## src/rtl/memory_master_pkg.sv

```systemverilog
`default_nettype none
// ============================================================================
// memory_master_pkg : shared types, defaults and sizing helper
// Revision 1.0
// ============================================================================
package memory_master_pkg;

   localparam int DEF_ADDR_W = 8;
   localparam int DEF_CNT_W  = 13;
   localparam int DEF_DLY_W  = 8;
   localparam int DEF_N_STOP = 2;
   localparam bit DEF_CIRC   = 1'b1;

   typedef enum logic [1:0] {
      ST_IDLE   = 2'd0,
      ST_RECORD = 2'd1,
      ST_POST   = 2'd2,
      ST_DONE   = 2'd3
   } state_e;

   // Width of a counter that must hold 0..n_stop inclusive.
   function automatic int slot_w(input int n_stop);
      return (n_stop < 1) ? 1 : $clog2(n_stop + 1);
   endfunction

endpackage
`default_nettype wire

```

## src/rtl/memory_master_mc_stop_capture.sv

```systemverilog
`default_nettype none
// ============================================================================
// stop_capture : stop edge detector and per-stop coord/pointer capture bank
// Revision 1.0
// ============================================================================
module stop_capture
   import memory_master_pkg::*;
#(
   parameter int N_STOP = DEF_N_STOP,
   parameter int ADDR_W = DEF_ADDR_W,
   parameter int CNT_W  = DEF_CNT_W
) (
   input  logic                      clk,
   input  logic                      reset,
   input  logic                      clear,
   input  logic                      capture_en,
   input  logic                      stop,
   input  logic [ADDR_W-1:0]         ptr,
   input  logic [CNT_W-1:0]          coarse_counter,
   output logic                      stop_hit,
   output logic                      stop_detected,
   output logic [slot_w(N_STOP)-1:0] stop_count,
   output logic [N_STOP*CNT_W-1:0]   slot_coord,
   output logic [N_STOP*ADDR_W-1:0]  slot_ptr
);

   localparam int SC_W = slot_w(N_STOP);

   logic              stop_prev_q, stop_prev_d;
   logic              detected_q, detected_d;
   logic [SC_W-1:0]   count_q, count_d;
   logic [CNT_W-1:0]  coord_q [N_STOP];
   logic [CNT_W-1:0]  coord_d [N_STOP];
   logic [ADDR_W-1:0] sptr_q  [N_STOP];
   logic [ADDR_W-1:0] sptr_d  [N_STOP];

   always_comb begin
      stop_hit    = capture_en && stop && !stop_prev_q && (count_q < SC_W'(N_STOP));
      stop_prev_d = stop;
      detected_d  = detected_q;
      count_d     = count_q;
      coord_d     = coord_q;
      sptr_d      = sptr_q;
      if (clear) begin
         detected_d = 1'b0;
         count_d    = '0;
         for (int k = 0; k < N_STOP; k++) begin
            coord_d[k] = '0;
            sptr_d[k]  = '0;
         end
      end else if (stop_hit) begin
         detected_d = 1'b1;
         count_d    = count_q + 1'b1;
         for (int k = 0; k < N_STOP; k++) begin
            if (count_q == SC_W'(k)) begin
               coord_d[k] = coarse_counter;
               sptr_d[k]  = ptr;
            end
         end
      end
   end

   always_ff @(posedge clk) begin
      if (reset) begin
         stop_prev_q <= 1'b0;
         detected_q  <= 1'b0;
         count_q     <= '0;
         for (int k = 0; k < N_STOP; k++) begin
            coord_q[k] <= '0;
            sptr_q[k]  <= '0;
         end
      end else begin
         stop_prev_q <= stop_prev_d;
         detected_q  <= detected_d;
         count_q     <= count_d;
         coord_q     <= coord_d;
         sptr_q      <= sptr_d;
      end
   end

   for (genvar k = 0; k < N_STOP; k++) begin : g_flat
      assign slot_coord[k*CNT_W +: CNT_W]  = coord_q[k];
      assign slot_ptr[k*ADDR_W +: ADDR_W]  = sptr_q[k];
   end

   assign stop_detected = detected_q;
   assign stop_count    = count_q;

endmodule
`default_nettype wire

```

## src/rtl/memory_master_mc.sv

```systemverilog
`default_nettype none
// ============================================================================
// memory_master_mc : multi-stop Avalon-MM sample RAM write master
// Revision 1.0
// ============================================================================
module memory_master_mc
   import memory_master_pkg::*;
#(
   parameter int ADDR_W = DEF_ADDR_W,
   parameter int CNT_W  = DEF_CNT_W,
   parameter int DLY_W  = DEF_DLY_W,
   parameter int N_STOP = DEF_N_STOP,
   parameter bit CIRC   = DEF_CIRC
) (
   input  logic                      ref_clk,
   input  logic                      reset,
   input  logic                      start,
   input  logic                      stop,
   input  logic [DLY_W-1:0]          stop_delay,
   input  logic [CNT_W-1:0]          coarse_counter,
   output logic                      av_cs,
   output logic                      av_write,
   output logic [ADDR_W-1:0]         av_addr,
   output logic [ADDR_W-1:0]         ram_ptr,
   output logic                      stop_detected,
   output logic [slot_w(N_STOP)-1:0] stop_count,
   output logic                      buffer_full,
   output logic                      wrapped,
   output logic [ADDR_W:0]           sample_size,
   output logic [N_STOP*CNT_W-1:0]   pulse_abs_coord,
   output logic [N_STOP*ADDR_W-1:0]  pulse_ptr
);

   localparam int                SC_W      = slot_w(N_STOP);
   localparam logic [ADDR_W-1:0] LAST_ADDR = {ADDR_W{1'b1}};
   localparam logic [ADDR_W:0]   DEPTH_CNT = {1'b1, {ADDR_W{1'b0}}};

   state_e            state_q, state_d;
   logic [ADDR_W-1:0] ptr_q, ptr_d;
   logic              av_cs_q, av_cs_d;
   logic              full_q, full_d;
   logic              wrapped_q, wrapped_d;
   logic [ADDR_W:0]   size_q, size_d;
   logic [DLY_W-1:0]  dly_q, dly_d;

   logic              clear, capture_en, stop_hit, last_stop, at_end, final_wr;
   logic [SC_W-1:0]   cap_count;

   stop_capture #(
      .N_STOP (N_STOP),
      .ADDR_W (ADDR_W),
      .CNT_W  (CNT_W)
   ) u_stop_capture (
      .clk            (ref_clk),
      .reset          (reset),
      .clear          (clear),
      .capture_en     (capture_en),
      .stop           (stop),
      .ptr            (ptr_q),
      .coarse_counter (coarse_counter),
      .stop_hit       (stop_hit),
      .stop_detected  (stop_detected),
      .stop_count     (cap_count),
      .slot_coord     (pulse_abs_coord),
      .slot_ptr       (pulse_ptr)
   );

   always_comb begin
      state_d    = state_q;
      ptr_d      = ptr_q;
      av_cs_d    = av_cs_q;
      full_d     = full_q;
      wrapped_d  = wrapped_q;
      size_d     = size_q;
      dly_d      = dly_q;
      clear      = 1'b0;
      final_wr   = 1'b0;
      capture_en = (state_q == ST_RECORD);
      last_stop  = stop_hit && (cap_count == SC_W'(N_STOP - 1));
      at_end     = !CIRC && (ptr_q == LAST_ADDR);

      case (state_q)
         ST_IDLE, ST_DONE: begin
            if (start) begin
               clear     = 1'b1;
               state_d   = ST_RECORD;
               ptr_d     = '0;
               av_cs_d   = 1'b1;
               full_d    = 1'b0;
               wrapped_d = 1'b0;
               size_d    = '0;
               dly_d     = '0;
            end
         end
         ST_RECORD: begin
            if (last_stop) begin
               dly_d = stop_delay;
               if (stop_delay == '0) final_wr = 1'b1;
               else                  state_d  = ST_POST;
            end
            if (at_end) final_wr = 1'b1;
         end
         default: begin
            dly_d = dly_q - 1'b1;
            if ((dly_q == DLY_W'(1)) || at_end) final_wr = 1'b1;
         end
      endcase

      // Every cycle with chip select high is one completed write.
      if (av_cs_q) begin
         if (size_q != DEPTH_CNT) size_d = size_q + 1'b1;
         if (final_wr) begin
            state_d = ST_DONE;
            av_cs_d = 1'b0;
            full_d  = 1'b1;
         end else begin
            ptr_d = ptr_q + 1'b1;
            if (ptr_q == LAST_ADDR) wrapped_d = 1'b1;
         end
      end
   end

   always_ff @(posedge ref_clk) begin
      if (reset) begin
         state_q   <= ST_IDLE;
         ptr_q     <= '0;
         av_cs_q   <= 1'b0;
         full_q    <= 1'b0;
         wrapped_q <= 1'b0;
         size_q    <= '0;
         dly_q     <= '0;
      end else begin
         state_q   <= state_d;
         ptr_q     <= ptr_d;
         av_cs_q   <= av_cs_d;
         full_q    <= full_d;
         wrapped_q <= wrapped_d;
         size_q    <= size_d;
         dly_q     <= dly_d;
      end
   end

   assign av_cs       = av_cs_q;
   assign av_write    = av_cs_q;
   assign av_addr     = ptr_q;
   assign ram_ptr     = ptr_q;
   assign buffer_full = full_q;
   assign wrapped     = wrapped_q;
   assign sample_size = size_q;
   assign stop_count  = cap_count;

endmodule
`default_nettype wire

```

## config.mk

```make
export PLATFORM = sky130hd
export DESIGN_NAME = memory_master_mc
export DESIGN_NICKNAME = d
export VERILOG_FILES = /design/src/rtl/memory_master_pkg.sv /design/src/rtl/memory_master_mc_stop_capture.sv /design/src/rtl/memory_master_mc.sv
export SDC_FILE = /design/constraint.sdc
export NUM_CORES = 1
export LEC_CHECK = 0
export CAP_MARGIN = 40
export CORE_UTILIZATION = 50
export CTS_BUF_LIST = sky130_fd_sc_hd__clkbuf_4
export DETAILED_ROUTE_END_ITERATION = 12
export PLACE_DENSITY = 0.82
export SYNTH_ARGS = -nofsm -noshare
export SYNTH_HDL_FRONTEND = slang
export SYNTH_HIERARCHICAL = 1
export SYNTH_SLANG_ARGS = --single-unit
```

## constraint.sdc

```tcl
create_clock -name ref_clk -period 2.3 [get_ports ref_clk]
set_input_delay 0.23 -clock ref_clk [delete_from_list [all_inputs] [get_ports ref_clk]]
set_output_delay 0.23 -clock ref_clk [all_outputs]
set_load 0.02 [all_outputs]
```

# After elaboration in Yosys (flattened, before gate mapping)
# Cells that the tools add are included.
dict set report op_classes {
  n_addsub 4
  n_mul 0
  div_mod_pow 0
  order_cmp 1
  eq_ne 8
  shifts 0
  mux 36
  bitwise 0
  n_reduce_logical 13
}
# operator n
set op_table {}
lappend op_table {{$mux W8} 6}
lappend op_table {{$mux W9} 4}
lappend op_table {{$mux W1} 18}
lappend op_table {{$pmux W8 S2} 1}
lappend op_table {{$mux W2} 5}
lappend op_table {{$add A9 B1 Y9 const B} 1}
lappend op_table {{$ne A9 B9 Y1 const B} 1}
lappend op_table {{$add A8 B1 Y8 const B} 1}
lappend op_table {{$eq A8 B1 Y1 const B} 1}
lappend op_table {{$eq A8 B8 Y1 const B} 1}
lappend op_table {{$logic_not A8 Y1} 1}
lappend op_table {{$sub A8 B1 Y8 const B} 1}
lappend op_table {{$reduce_and A2 Y1} 3}
lappend op_table {{$eq A2 B1 Y1 const B} 2}
lappend op_table {{$logic_and A1 B1 Y1} 4}
lappend op_table {{$logic_not A2 Y1} 2}
lappend op_table {{$ne A2 B2 Y1 const B} 2}
lappend op_table {{$pmux W2 S2} 1}
lappend op_table {{$reduce_or A2 Y1} 2}
lappend op_table {{$add A2 B1 Y2 const B} 1}
lappend op_table {{$eq A2 B2 Y1 const B} 1}
lappend op_table {{$lt A2 B2 Y1 const B} 1}
lappend op_table {{$pmux W1 S2} 1}
lappend op_table {{$logic_not A1 Y1} 1}
dict set report word_totals {
  regBits 76
  latchBits 0
  ram_bits 0
  rom_bits 0
  elab_cells 76
  memories 0
}

# Logic depth before layout (Yosys ltp)
# Gate-level depths: netlist of run 1.
dict set report logic_depth {
  ltp_word 9
  depth_mapped 9
}

# Hierarchy
# Netlist of run 1, hierarchy kept.
# mod n_inst cells_each area_each_um2 seq_area_each_um2
set by_module_without_submodules {}
lappend by_module_without_submodules {memory_master_mc 1 231 1905.6 600.6}
lappend by_module_without_submodules {stop_capture 1 177 1769.2 920.9}

# Worst setup path after synthesis of run 1
# Ideal clock, no wire load.
dict set report synth_timing {
  path_type {register to register}
  startpoint {reg state_q[1]}
  endpoint {reg ptr_q[7], in the netlist av_addr[7]}
  setup_time_ps 74
  arrival_ps 1902
  slack_ps 324
  path_stages_with_launch 10
  period_less_slack_ps 1976
  cell_sequence {dfxtp_1 > inv_1 > ha_1 > nor4bb_1 > buf_2 > nand3b_1 > and4b_1 > buf_2 > or4_1 > a31oi_1}
}
dict set report synth_between {
  elab_chain_len 9
  word_cells_on_any_way 13
  classes_between {eq/ne: 2; mux: 5; reduce/logical: 6}
}
# element line_no
set synth_lines {}
lappend synth_lines {{start, declared} memory_master_mc.sv:38} ;# state_e state_q, state_d;
lappend synth_lines {{start signal, assigned} memory_master_mc.sv:133} ;# state_q <= state_d;
lappend synth_lines {{$eq A2 B1 Y1} memory_master_mc.sv:78} ;# capture_en = (state_q == ST_RECORD);
lappend synth_lines {{via capture_en} memory_master_mc.sv:46} ;# logic clear, capture_en, stop_hit, last_stop, at_end, final_wr;
lappend synth_lines {{$logic_and A1 B1 Y1 (3 in a row)} memory_master_mc_stop_capture.sv:38} ;# stop_hit = capture_en && stop && !stop_prev_q && (count_q < SC_W'(N_STOP));
lappend synth_lines {{via stop_hit} memory_master_mc.sv:46}
lappend synth_lines {{$logic_and A1 B1 Y1} memory_master_mc.sv:79} ;# last_stop = stop_hit && (cap_count == SC_W'(N_STOP - 1));
lappend synth_lines {{$mux W1} memory_master_mc.sv:96} ;# if (last_stop) begin
lappend synth_lines {{$pmux W1 S2} memory_master_mc.sv:82} ;# case (state_q)
lappend synth_lines {{$mux W8} memory_master_mc.sv:112} ;# if (final_wr) begin
lappend synth_lines {{$mux W8} memory_master_mc.sv:110} ;# if (av_cs_q) begin
lappend synth_lines {{end signal, assigned} memory_master_mc.sv:134} ;# ptr_q <= ptr_d;
lappend synth_lines {{end, declared} memory_master_mc.sv:39} ;# logic [ADDR_W-1:0] ptr_q, ptr_d;
# The timed path passes the listed nets, and every way through them passes these cells.
# A chain may end at the register's enable or synchronous reset.

# Worst setup path after layout of run 1
dict set report layout_timing {
  startpoint {reg state_q[0]}
  endpoint {reg ptr_q[2], in the netlist av_addr[2]}
}
# The elaborated chain is that of the path after synthesis.

==> metrics.cfg, run 1 <==
[run]
maxCapViolations = 0

[sta]
fin_hold_ws_ns = 0.390
max_freq_ghz = 0.472
max_slew.worst_pin.slew_ns = 0.518
fin_skew_ns = 0.0125
hold_viol = 0
timing.max_slew.rel_slack_pct = 65.4
report.final.setup_viol = 0
rsz0062_at_grt = false
timing.setup.tns_ns = 0
layout_worst_path_cycle_share_pct = 92.2
period_needed_ns = 2.12
final-max-slew-violation-count = 0

[clock_network]
insertion_delay_ns = 0.42
tritoncts.num_buffers = 9
cts.hold.buffers_added = 0
clock_path_buffers = 2
post_cts_resize_count = 0
cts_root_buf = clkbuf_4
cts_setup_buffers = 0
cts.reportedPaths.clkPinSlew_ns = 0.12
cts_max_level = 3
cts_tree = done
clock_sinks = 76

[placed_design]
globalplace.congestion = 0.842
dp_hpwl_um = 6130
detailed_place.area_um2 = 4690
port_buffers = 98

[floorplan]
die_width_um = 87.7
start_util_pct = 52.9
placement_rows = 30
die_area_um2 = 7700
core_um2 = 6940
die_y_um = 87.7
top_ports = 99

[outcome]
result_of_the_run = completed

[power]
leakagePower_nw = 1.80
p_total_w = 0.00277
vdd.ir_drop.worst_mv = 0.309
power.density_nw_per_um2 = 568

[routing]
postRouteAntennaNets = 0
route.vias.total = 3254
drt_first_pass_iters = 4
detailedRoute.firstIterationViolations = 132
drc = 0
finalWirelength_um = 8440
route.detailed.vias_per_inst = 5.43
routedWlPerCell_um = 14.1

[final_layout]
layout-drive-gt1-share_pct = 8.75
final_nets = 532
area.sequential_um2 = 1520
mostFrequentLayoutCells = clkdlybuf4s50_1 (98), nand2_1 (84), dfxtp_1 (76)
fillerInstances = 541
n_antenna_cell = 0
multiInputGateArea_um2 = 1880
layout.cells.most_common = clkdlybuf4s50_1
layout-area-overhead-vs-synth_pct = 32.7
utilization_pct = 70.2
final_cell_area_um2 = 4880

[yosys]
mappedNetlistNets = 442
syn_avg_cell_area_um2 = 9.01
postSynth.asyncResetShare_pct = 0
yosys.cell_types.count = 55
seq_area_frac_synth_pct = 41.4
postSynth.topFlopCell = dfxtp_1
synthCells = 408
yosysWarnings = 6
synth_edf_count = 0
synth-seq-cells = 76
synthesis.area_um2 = 3670

[global_routing]
globalRouteTotalUtil_pct = 22.6
antenna_found_initial = 0
global_route.usage.met2_pct = 37.9
globalRouteMet3Util_pct = 5.37
largest_net_degree_at_the_start_of_global_routing = 65
top_usage_layer = met2
grt_pass1_wl_um = 13800
globalRouteMet1Util_pct = 28.6
first_global_vias = 3102
gr_ovfl_total = 0

[worst_setup_path]
critical_path_required_ns = 2.58
path_max_fanout = 9
end_kind = register
path_class = register to register
arr_time_crit_path_ns = 2.40
cp-start-kind = register

[worst_hold_path]
hold_class = input pin to register

-- cell usage after synthesis, drive strengths merged, types with 3 or more instances --
library cell	count	area, um^2
clkbuf	9	37.5
nor2b	7	43.8
o21ai	13	68.8
nor2	3	11.3
o211ai	8	60.1
nand2b	4	25.0
nor4	5	31.3
a21oi	20	100
a31oi	8	50.1
a21boi	3	22.5
a32o	3	30.0
buf	25	195
nor3	10	50.1
nand2	86	333
ha	9	113
or4	4	37.5
nand4b	3	26.3
dfxtp	76	1520
or3	5	31.3
o31a	3	28.8
inv	14	52.6
nand3	16	80.1
a311oi	4	35.0
mux2i	43	430
-- final cells by class --
class | instances | area share (%)
well taps | 96 | 2.46
flip-flops and latches | 76 | 31.2
multi-input cells | 284 | 38.5
inverters | 14 | 1.08
clock inverters | 6 | 2.31
repair buffers | 113 | 22.9
clock buffers | 10 | 1.54
-- path summary, 6_finish.rpt --
kind	from	endpoint	slack [ns]	cells after the start
setup / recovery	state_q[0]$_SDFF_PP0_	av_addr[2]$_SDFF_PP0_	0.18	6
hold / removal	stop	u_stop_capture/stop_prev_q$_SDFF_PP0_	0.39	2
setup reg to reg	state_q[0]$_SDFF_PP0_	av_addr[2]$_SDFF_PP0_	0.18	6
hold reg to reg	wrapped$_SDFF_PP0_	wrapped$_SDFF_PP0_	0.46	2
-- registers in the layout, summed over array words and instances (netlist names), 2 cells and up --
signal	count
u_stop_capture/slot_coord	26
u_stop_capture/slot_ptr	16
dly_q	8
sample_size	9
state_q	2
av_addr	8
u_stop_capture/stop_count	2
-- cells by family after synthesis --
| kind of cell | after synthesis | share of synthesized area, % |
|---|---|---|
| multiplexers | 43 | 11.7 |
| AND/OR/NAND/NOR | 152 | 20.1 |
| flip-flops | 76 | 41.4 |
| buffers and inverters | 48 | 7.76 |
| adder cells (fa/ha/maj) | 9 | 3.06 |
| XOR/XNOR | 1 | 0.238 |
| AO/OA/AOI/OAI | 79 | 15.7 |
-- power breakdown --
part           internal, W  total, W  switching (W)
Sequential         0.00134   0.00138      0.0000383
Clock             0.000565   0.00102       0.000458
Combinational     0.000168  0.000365       0.000197
Total              0.00208   0.00277       0.000694
-- critical path: stages (launching register included) --
cell	delay [ns]
dfxtp_1	0.41
ha_1	0.18
nor4bb_1	0.36
nand3b_1	0.22
nand4b_1	0.48
nand4b_1	0.24
a31oi_1	0.10
-- through the flow --
step,setup WS (ns),cells
final,0.180,599
after global routing,0.00735,599
after CTS,0.195,599
after detailed placement,0.0946,583
after global placement,0.205,583
after floorplan,0.324,408
-- layer usage --
metal / share of wire [%] / routed length (um) / vias to the layer above
met5: 0 / 0 / -
met4: 0.92 / 78 / 0
met3: 6.0 / 509 / 8
met2: 47 / 3940 / 112
met1: 46 / 3910 / 1509
li1: - / - / 1625
(Power assumes the default switching activity.)
==> run 2, diff against run 1 <==
--- a/config.mk
+++ b/config.mk
@@ -10,6 +10,7 @@
 export CTS_BUF_LIST = sky130_fd_sc_hd__clkbuf_4
 export DETAILED_ROUTE_END_ITERATION = 12
 export PLACE_DENSITY = 0.82
+export SKIP_LAST_GASP = 1
 export SYNTH_ARGS = -nofsm -noshare
 export SYNTH_HDL_FRONTEND = slang
 export SYNTH_HIERARCHICAL = 1
==> results of run 2 <==
Final layout, timing and power as in run 1 (identical DEF).
